<file path="config.mk">
export PLATFORM = sky130hd
export DESIGN_NAME = fir_decim
export DESIGN_NICKNAME = d
export VERILOG_FILES = /design/src/rtl/fir_decim_pkg.sv /design/src/rtl/fir_decim.sv
export SDC_FILE = /design/constraint.sdc
export NUM_CORES = 2
export LEC_CHECK = 0
export CORE_ASPECT_RATIO = 0.6
export CORE_MARGIN = 1
export CORE_UTILIZATION = 40
export DETAILED_ROUTE_END_ITERATION = 10
export GPL_TIMING_DRIVEN = 0
export PLACE_DENSITY_LB_ADDON = 0.08
export SYNTH_ARGS = -nofsm -noshare
export SYNTH_HDL_FRONTEND = slang
export SYNTH_SLANG_ARGS = --single-unit
</file>
<file path="constraint.sdc">
create_clock -name clock -period 12.68 [get_ports clock]
set_clock_uncertainty 0.15 [all_clocks]
set_input_delay 3.804 -clock clock [delete_from_list [all_inputs] [get_ports clock]]
set_output_delay 3.804 -clock clock [all_outputs]
set_load 0.01 [all_outputs]
</file>
<file path="src/rtl/fir_decim_pkg.sv">
// fir_decim_pkg: quantization constants, dequantize helper, default taps and FSM states
package fir_decim_pkg;
  localparam int BITS = 10;
  localparam int DATA_WIDTH = 32;
  localparam logic signed [DATA_WIDTH-1:0] DQ_BIAS = (1 << BITS) - 1;
  typedef enum logic [1:0] {S_LOAD, S_MAC, S_WRITE} state_e;
  localparam logic signed [DATA_WIDTH-1:0] DEFAULT_COEFFS [32] = '{
    -3, -5, -6, -4, 0, 8, 19, 33, 48, 63, 77, 88, 96, 101, 104, 105,
    105, 104, 101, 96, 88, 77, 63, 48, 33, 19, 8, 0, -4, -6, -5, -3
  };
  function automatic logic signed [DATA_WIDTH-1:0] DEQUANTIZE(input logic signed [DATA_WIDTH-1:0] p);
    return p[DATA_WIDTH-1] ? (p + DQ_BIAS) >>> BITS : p >>> BITS;
  endfunction
endpackage

</file>
<file path="src/rtl/fir_decim.sv">
// fir_decim: streaming FIR low-pass with integer decimation between two FIFOs
module fir_decim import fir_decim_pkg::*; #(
  parameter int DATA_WIDTH = fir_decim_pkg::DATA_WIDTH,
  parameter int TAPS = 32,
  parameter int DECIM = 8,
  parameter logic signed [DATA_WIDTH-1:0] COEFFS [TAPS] = DEFAULT_COEFFS
) (
  input  logic                  clock,
  input  logic                  reset,
  input  logic [DATA_WIDTH-1:0] in_dout,
  input  logic                  in_empty,
  output logic                  in_rd_en,
  output logic [DATA_WIDTH-1:0] out_din,
  input  logic                  out_full,
  output logic                  out_wr_en
);
  localparam int CW = $clog2(DECIM + 1);
  localparam int TW = $clog2(TAPS);
  state_e state_q, state_d;
  logic signed [DATA_WIDTH-1:0] sr_q [TAPS];
  logic [CW-1:0] load_cnt_q, load_cnt_d;
  logic [TW-1:0] tap_cnt_q, tap_cnt_d;
  logic signed [DATA_WIDTH-1:0] acc_q, acc_d, out_din_q, out_din_d;
  logic signed [DATA_WIDTH-1:0] prod, sum;
  assign in_rd_en = !reset && state_q == S_LOAD && !in_empty;
  assign out_wr_en = !reset && state_q == S_WRITE && !out_full;
  assign out_din = out_din_q;
  assign prod = sr_q[tap_cnt_q] * COEFFS[tap_cnt_q];
  assign sum = acc_q + DEQUANTIZE(prod);
  // sample history: shift in one sample per pop, cleared on reset
  always_ff @(posedge clock) begin
    if (reset) sr_q <= '{default: '0};
    else if (in_rd_en) begin
      for (int k = TAPS - 1; k > 0; k--) sr_q[k] <= sr_q[k-1];
      sr_q[0] <= in_dout;
    end
  end
  // control and datapath registers
  always_ff @(posedge clock) begin
    if (reset) begin
      state_q <= S_LOAD;
      load_cnt_q <= '0;
      tap_cnt_q <= '0;
      acc_q <= '0;
      out_din_q <= '0;
    end else begin
      state_q <= state_d;
      load_cnt_q <= load_cnt_d;
      tap_cnt_q <= tap_cnt_d;
      acc_q <= acc_d;
      out_din_q <= out_din_d;
    end
  end
  // load DECIM samples, accumulate one tap per cycle, then hold the result until written
  always_comb begin
    state_d = state_q;
    load_cnt_d = load_cnt_q;
    tap_cnt_d = tap_cnt_q;
    acc_d = acc_q;
    out_din_d = out_din_q;
    unique case (state_q)
      S_LOAD: if (in_rd_en) begin
        load_cnt_d = load_cnt_q + 1'b1;
        if (load_cnt_q == CW'(DECIM - 1)) begin
          state_d = S_MAC;
          load_cnt_d = '0;
          tap_cnt_d = '0;
          acc_d = '0;
        end
      end
      S_MAC: begin
        acc_d = sum;
        tap_cnt_d = tap_cnt_q + 1'b1;
        if (tap_cnt_q == TW'(TAPS - 1)) begin
          state_d = S_WRITE;
          out_din_d = sum;
        end
      end
      S_WRITE: if (out_wr_en) begin
        state_d = S_LOAD;
        load_cnt_d = '0;
      end
      default: state_d = S_LOAD;
    endcase
  end
endmodule

</file>
==> flow_metrics.env <==
export IMPL_post_drt_wl_per_cell_um=26.4
export IMPL_final_antenna_net_count=0
export IMPL_ys_seq_elements=1099
export IMPL_die_width_um=502
export IMPL_ys_warn_count=0
export IMPL_critPathArrivalTime_ns=13.98
export IMPL_synth_cell_type_count=80
export IMPL_crit_family="adder cells"
export IMPL_grt_pass1_vias=49021
export IMPL_timing_final_hold_violations=0
export IMPL_vias_per_cell=5.66
export IMPL_startpoint_type="flop"
export IMPL_relSlewSlack_pct=-4.41
export IMPL_ff2ff_setup_slack_ns=-0.78
export IMPL_grt_max_degree=17
export IMPL_status="finished with violations"
export IMPL_grt_pass1_wl_um=353000
export IMPL_num_rows=109
export IMPL_failed_checks="max-capacitance violations, max-slew violations, negative setup slack"
export IMPL_drc=0
export IMPL_cp_end_kind="flop"
export IMPL_cts_hold_buffers=0
export IMPL_worstHoldPathCells=2
export IMPL_drtPass1Iterations=6
export IMPL_pre_cts_slack_ns=-4.44
export IMPL_gr_usage_all_layers_pct=32.2
export IMPL_cp_num_buf_inv=19
export IMPL_holdPathEnd="sr_q[389]$_SDFFE_PP0P_"
export IMPL_nNetsFinal=7816
export IMPL_initial_core_util_pct=40.6
export IMPL_synth_edff_count=0
export IMPL_pin_count=70
export IMPL_cts_root_buf="clkbuf_16"
export IMPL_cts_num_sinks=1099
export IMPL_maxCapViolations=1
export IMPL_ctsLongestPathBuffers=3
export IMPL_die_area_mm2=0.152
export IMPL_timing_fmax_mhz=74.3
export IMPL_min_from="sr_q[421]$_SDFFE_PP0P_"
export IMPL_dp_cells=8997
export IMPL_tightestPinTransition_ns=1.57
export IMPL_syn_nets=7479
export IMPL_routabilityCongestion=1.00
export IMPL_final_period_utilization_pct=106
export IMPL_layout_commonest_cell="nand2_1"
export IMPL_worst_r2r_endpoint="acc_q[31]$_SDFFE_PP0P_"
export IMPL_wl_um=247000
export IMPL_rsz0062_at_grt="true"
export IMPL_cp_required_ns=13.20
export IMPL_port_buffer_count=68
export IMPL_fp_coreArea_mm2=0.148
export IMPL_dpl_hpwl_um=194000
export IMPL_grt_overflow=0
export IMPL_crit_path_max_incr_delay_ns=0.61
export IMPL_synthFlopType="dfxtp_1"
export IMPL_finalMaxSlewViolations=11
export IMPL_netlist_instances=6930
export IMPL_syn_area_mm2=0.0601
export IMPL_post_synth_cell_area_avg_um2=8.67
export IMPL_insertion_delay_ns=0.75
export IMPL_rr_worst_depth=56
export IMPL_synth_seq_area_share_pct=36.6
export IMPL_drive_gt1_share_pct=11.9
export IMPL_min_period_ns=13.46
export IMPL_crit_slowest_cell="mux4_2"
export IMPL_hold_ws_ns=0.279
export IMPL_crit_type="flop to flop"
export IMPL_worst_r2r_startpoint="tap_cnt_q[1]$_SDFFE_PP0P_"
export IMPL_clkTransAtPathRegs_ns=0.07
export IMPL_cts_tree="yes"
export IMPL_critPathMostFrequentCell="buf_16"
export IMPL_setup_viol=35
export IMPL_fp_dieH_um=302
export IMPL_layout_common_cells="nand2_1, dfxtp_1, a21oi_1, clkbuf_1, inv_1"
export IMPL_finalCoreUtilization_pct=47.4
export IMPL_num_vias=52966
export IMPL_htreeDepth=3
export IMPL_cts_buffers=107
export IMPL_synth_async_sr_flop_share_pct=0
export IMPL_fin_cells=9356
export IMPL_crit_fanout=6
export IMPL_antenna_found_initial=7
export IMPL_hp_class="flop to flop"
export IMPL_first_iter_violations=6661
export IMPL_post_route_worst_setup_slack_ns=-0.783
export IMPL_area_growth_syn_to_layout_pct=17.0
==> flip-flops by register name, summed over array words and instances (netlist names) <==
| register | flops |
|---|---|
| acc_q | 32 |
| load_cnt_q | 4 |
| out_din | 32 |
| sr_q | 1024 |
| state_q | 2 |
| tap_cnt_q | 5 |
==> worst register-to-register path: cells and delay by family, from the launching register on <==
kind,cells,cell delay (ns)
AO/OA/AOI/OAI,11,1.81
adder cells (fa/ha/maj),9,4.21
multiplexers,3,1.35
AND/OR/NAND/NOR,4,0.95
flip-flops,1,0.36
XOR/XNOR,10,2.35
buffers and inverters,19,2.20
==> logic make-up (layout without fill, tap and decap cells) <==
| family | after synthesis | count (layout) | share of synthesized area (%) |
|---|---|---|---|
| AND/OR/NAND/NOR | 2604 | 2604 | 17.0 |
| AO/OA/AOI/OAI | 1351 | 1351 | 12.1 |
| flip-flops | 1099 | 1099 | 36.6 |
| buffers and inverters | 893 | 1318 | 5.93 |
| adder cells (fa/ha/maj) | 513 | 513 | 14.8 |
| multiplexers | 356 | 356 | 11.7 |
| XOR/XNOR | 114 | 114 | 1.78 |
| other | 0 | 3 | 0 |
==> worst max path at each step <==
stage                                   start                       end  slack, ns  depth (start not counted)
floorplan           tap_cnt_q[0]$_SDFFE_PP0P_  out_din[31]$_SDFFE_PP0P_       0.01                         53
global placement    tap_cnt_q[1]$_SDFFE_PP0P_  out_din[31]$_SDFFE_PP0P_      -4.38                         56
detailed placement  tap_cnt_q[1]$_SDFFE_PP0P_  out_din[31]$_SDFFE_PP0P_      -4.44                         56
CTS                 tap_cnt_q[1]$_SDFFE_PP0P_  out_din[31]$_SDFFE_PP0P_      -0.64                         54
global route        tap_cnt_q[1]$_SDFFE_PP0P_  out_din[31]$_SDFFE_PP0P_      -1.03                         52
finish              tap_cnt_q[1]$_SDFFE_PP0P_    acc_q[31]$_SDFFE_PP0P_      -0.78                         56
==> layer usage <==
layer | global-route usage [%] | vias to the layer above | wire, µm
li1 | - | 23591 | -
met2 | 39.0 | 2773 | 87300
met4 | 6.34 | 8 | 4840
met5 | 1.44 | - | 329
met3 | 12.2 | 267 | 35600
met1 | 51.7 | 26327 | 119000
==> stage by stage <==
step / instance area, µm² / TNS [ns]
after floorplan: 60500 / 0
after global placement: 63700 / -196.97
after CTS: 69500 / -7.03
after detailed placement: 63700 / -202.20
final: 70300 / -13.08
after global routing: 70300 / -21.48
==> cells in the mapped netlist, types with 6 or more instances <==
library cell,number,area [µm²]
nand2_1,2224,8350
a21oi_1,1117,5590
dfxtp_1,1099,22000
clkbuf_1,416,1560
inv_1,413,1550
fa_1,333,6670
mux4_2,249,5610
nor2_1,195,732
ha_1,180,2250
xnor2_1,79,692
mux2i_1,78,781
a22oi_1,55,413
nand2b_1,44,275
o21ai_0,39,195
nor2b_1,33,206
a21o_1,30,225
xor2_1,30,263
buf_1,21,78.8
mux4_1,21,552
nand3_1,19,95.1
or2_2,19,119
o21a_1,18,135
buf_2,17,85.1
nor3_1,16,80.1
a31oi_1,15,93.8
and2_1,10,62.6
buf_6,10,113
a211oi_1,9,67.6
buf_4,9,67.6
mux2_2,8,90.1
a221oi_1,7,61.3
and3_1,7,43.8
nand4_1,7,43.8
o211ai_1,7,52.6
o22ai_1,7,43.8
a22o_1,6,52.6
o221ai_1,6,52.6
o31ai_1,6,45.0
==> cell type report <==
cell class / count / area (µm²)
Antenna cell: 3 / 7.51
Multi-Input combinational cell: 4938 / 35600
Buffer: 477 / 2910
Sequential cell: 1099 / 22000
Clock buffer: 153 / 3060
Fill cell: 14336 / 77900
Clock inverter: 44 / 578
Timing Repair Buffer: 230 / 2160
Tap cell: 1998 / 2500
Inverter: 414 / 1560
==> repair_timing <==
action,4_1_cts,5_1_grt
pin swaps,71,74
endpoints found under the setup margin,64,48
buffers inserted,108,47
resized for setup,248,107
gates cloned,7,4
Power is not shown: default switching activity piles up to over one toggle a cycle in this logic, so the estimate is an artifact.
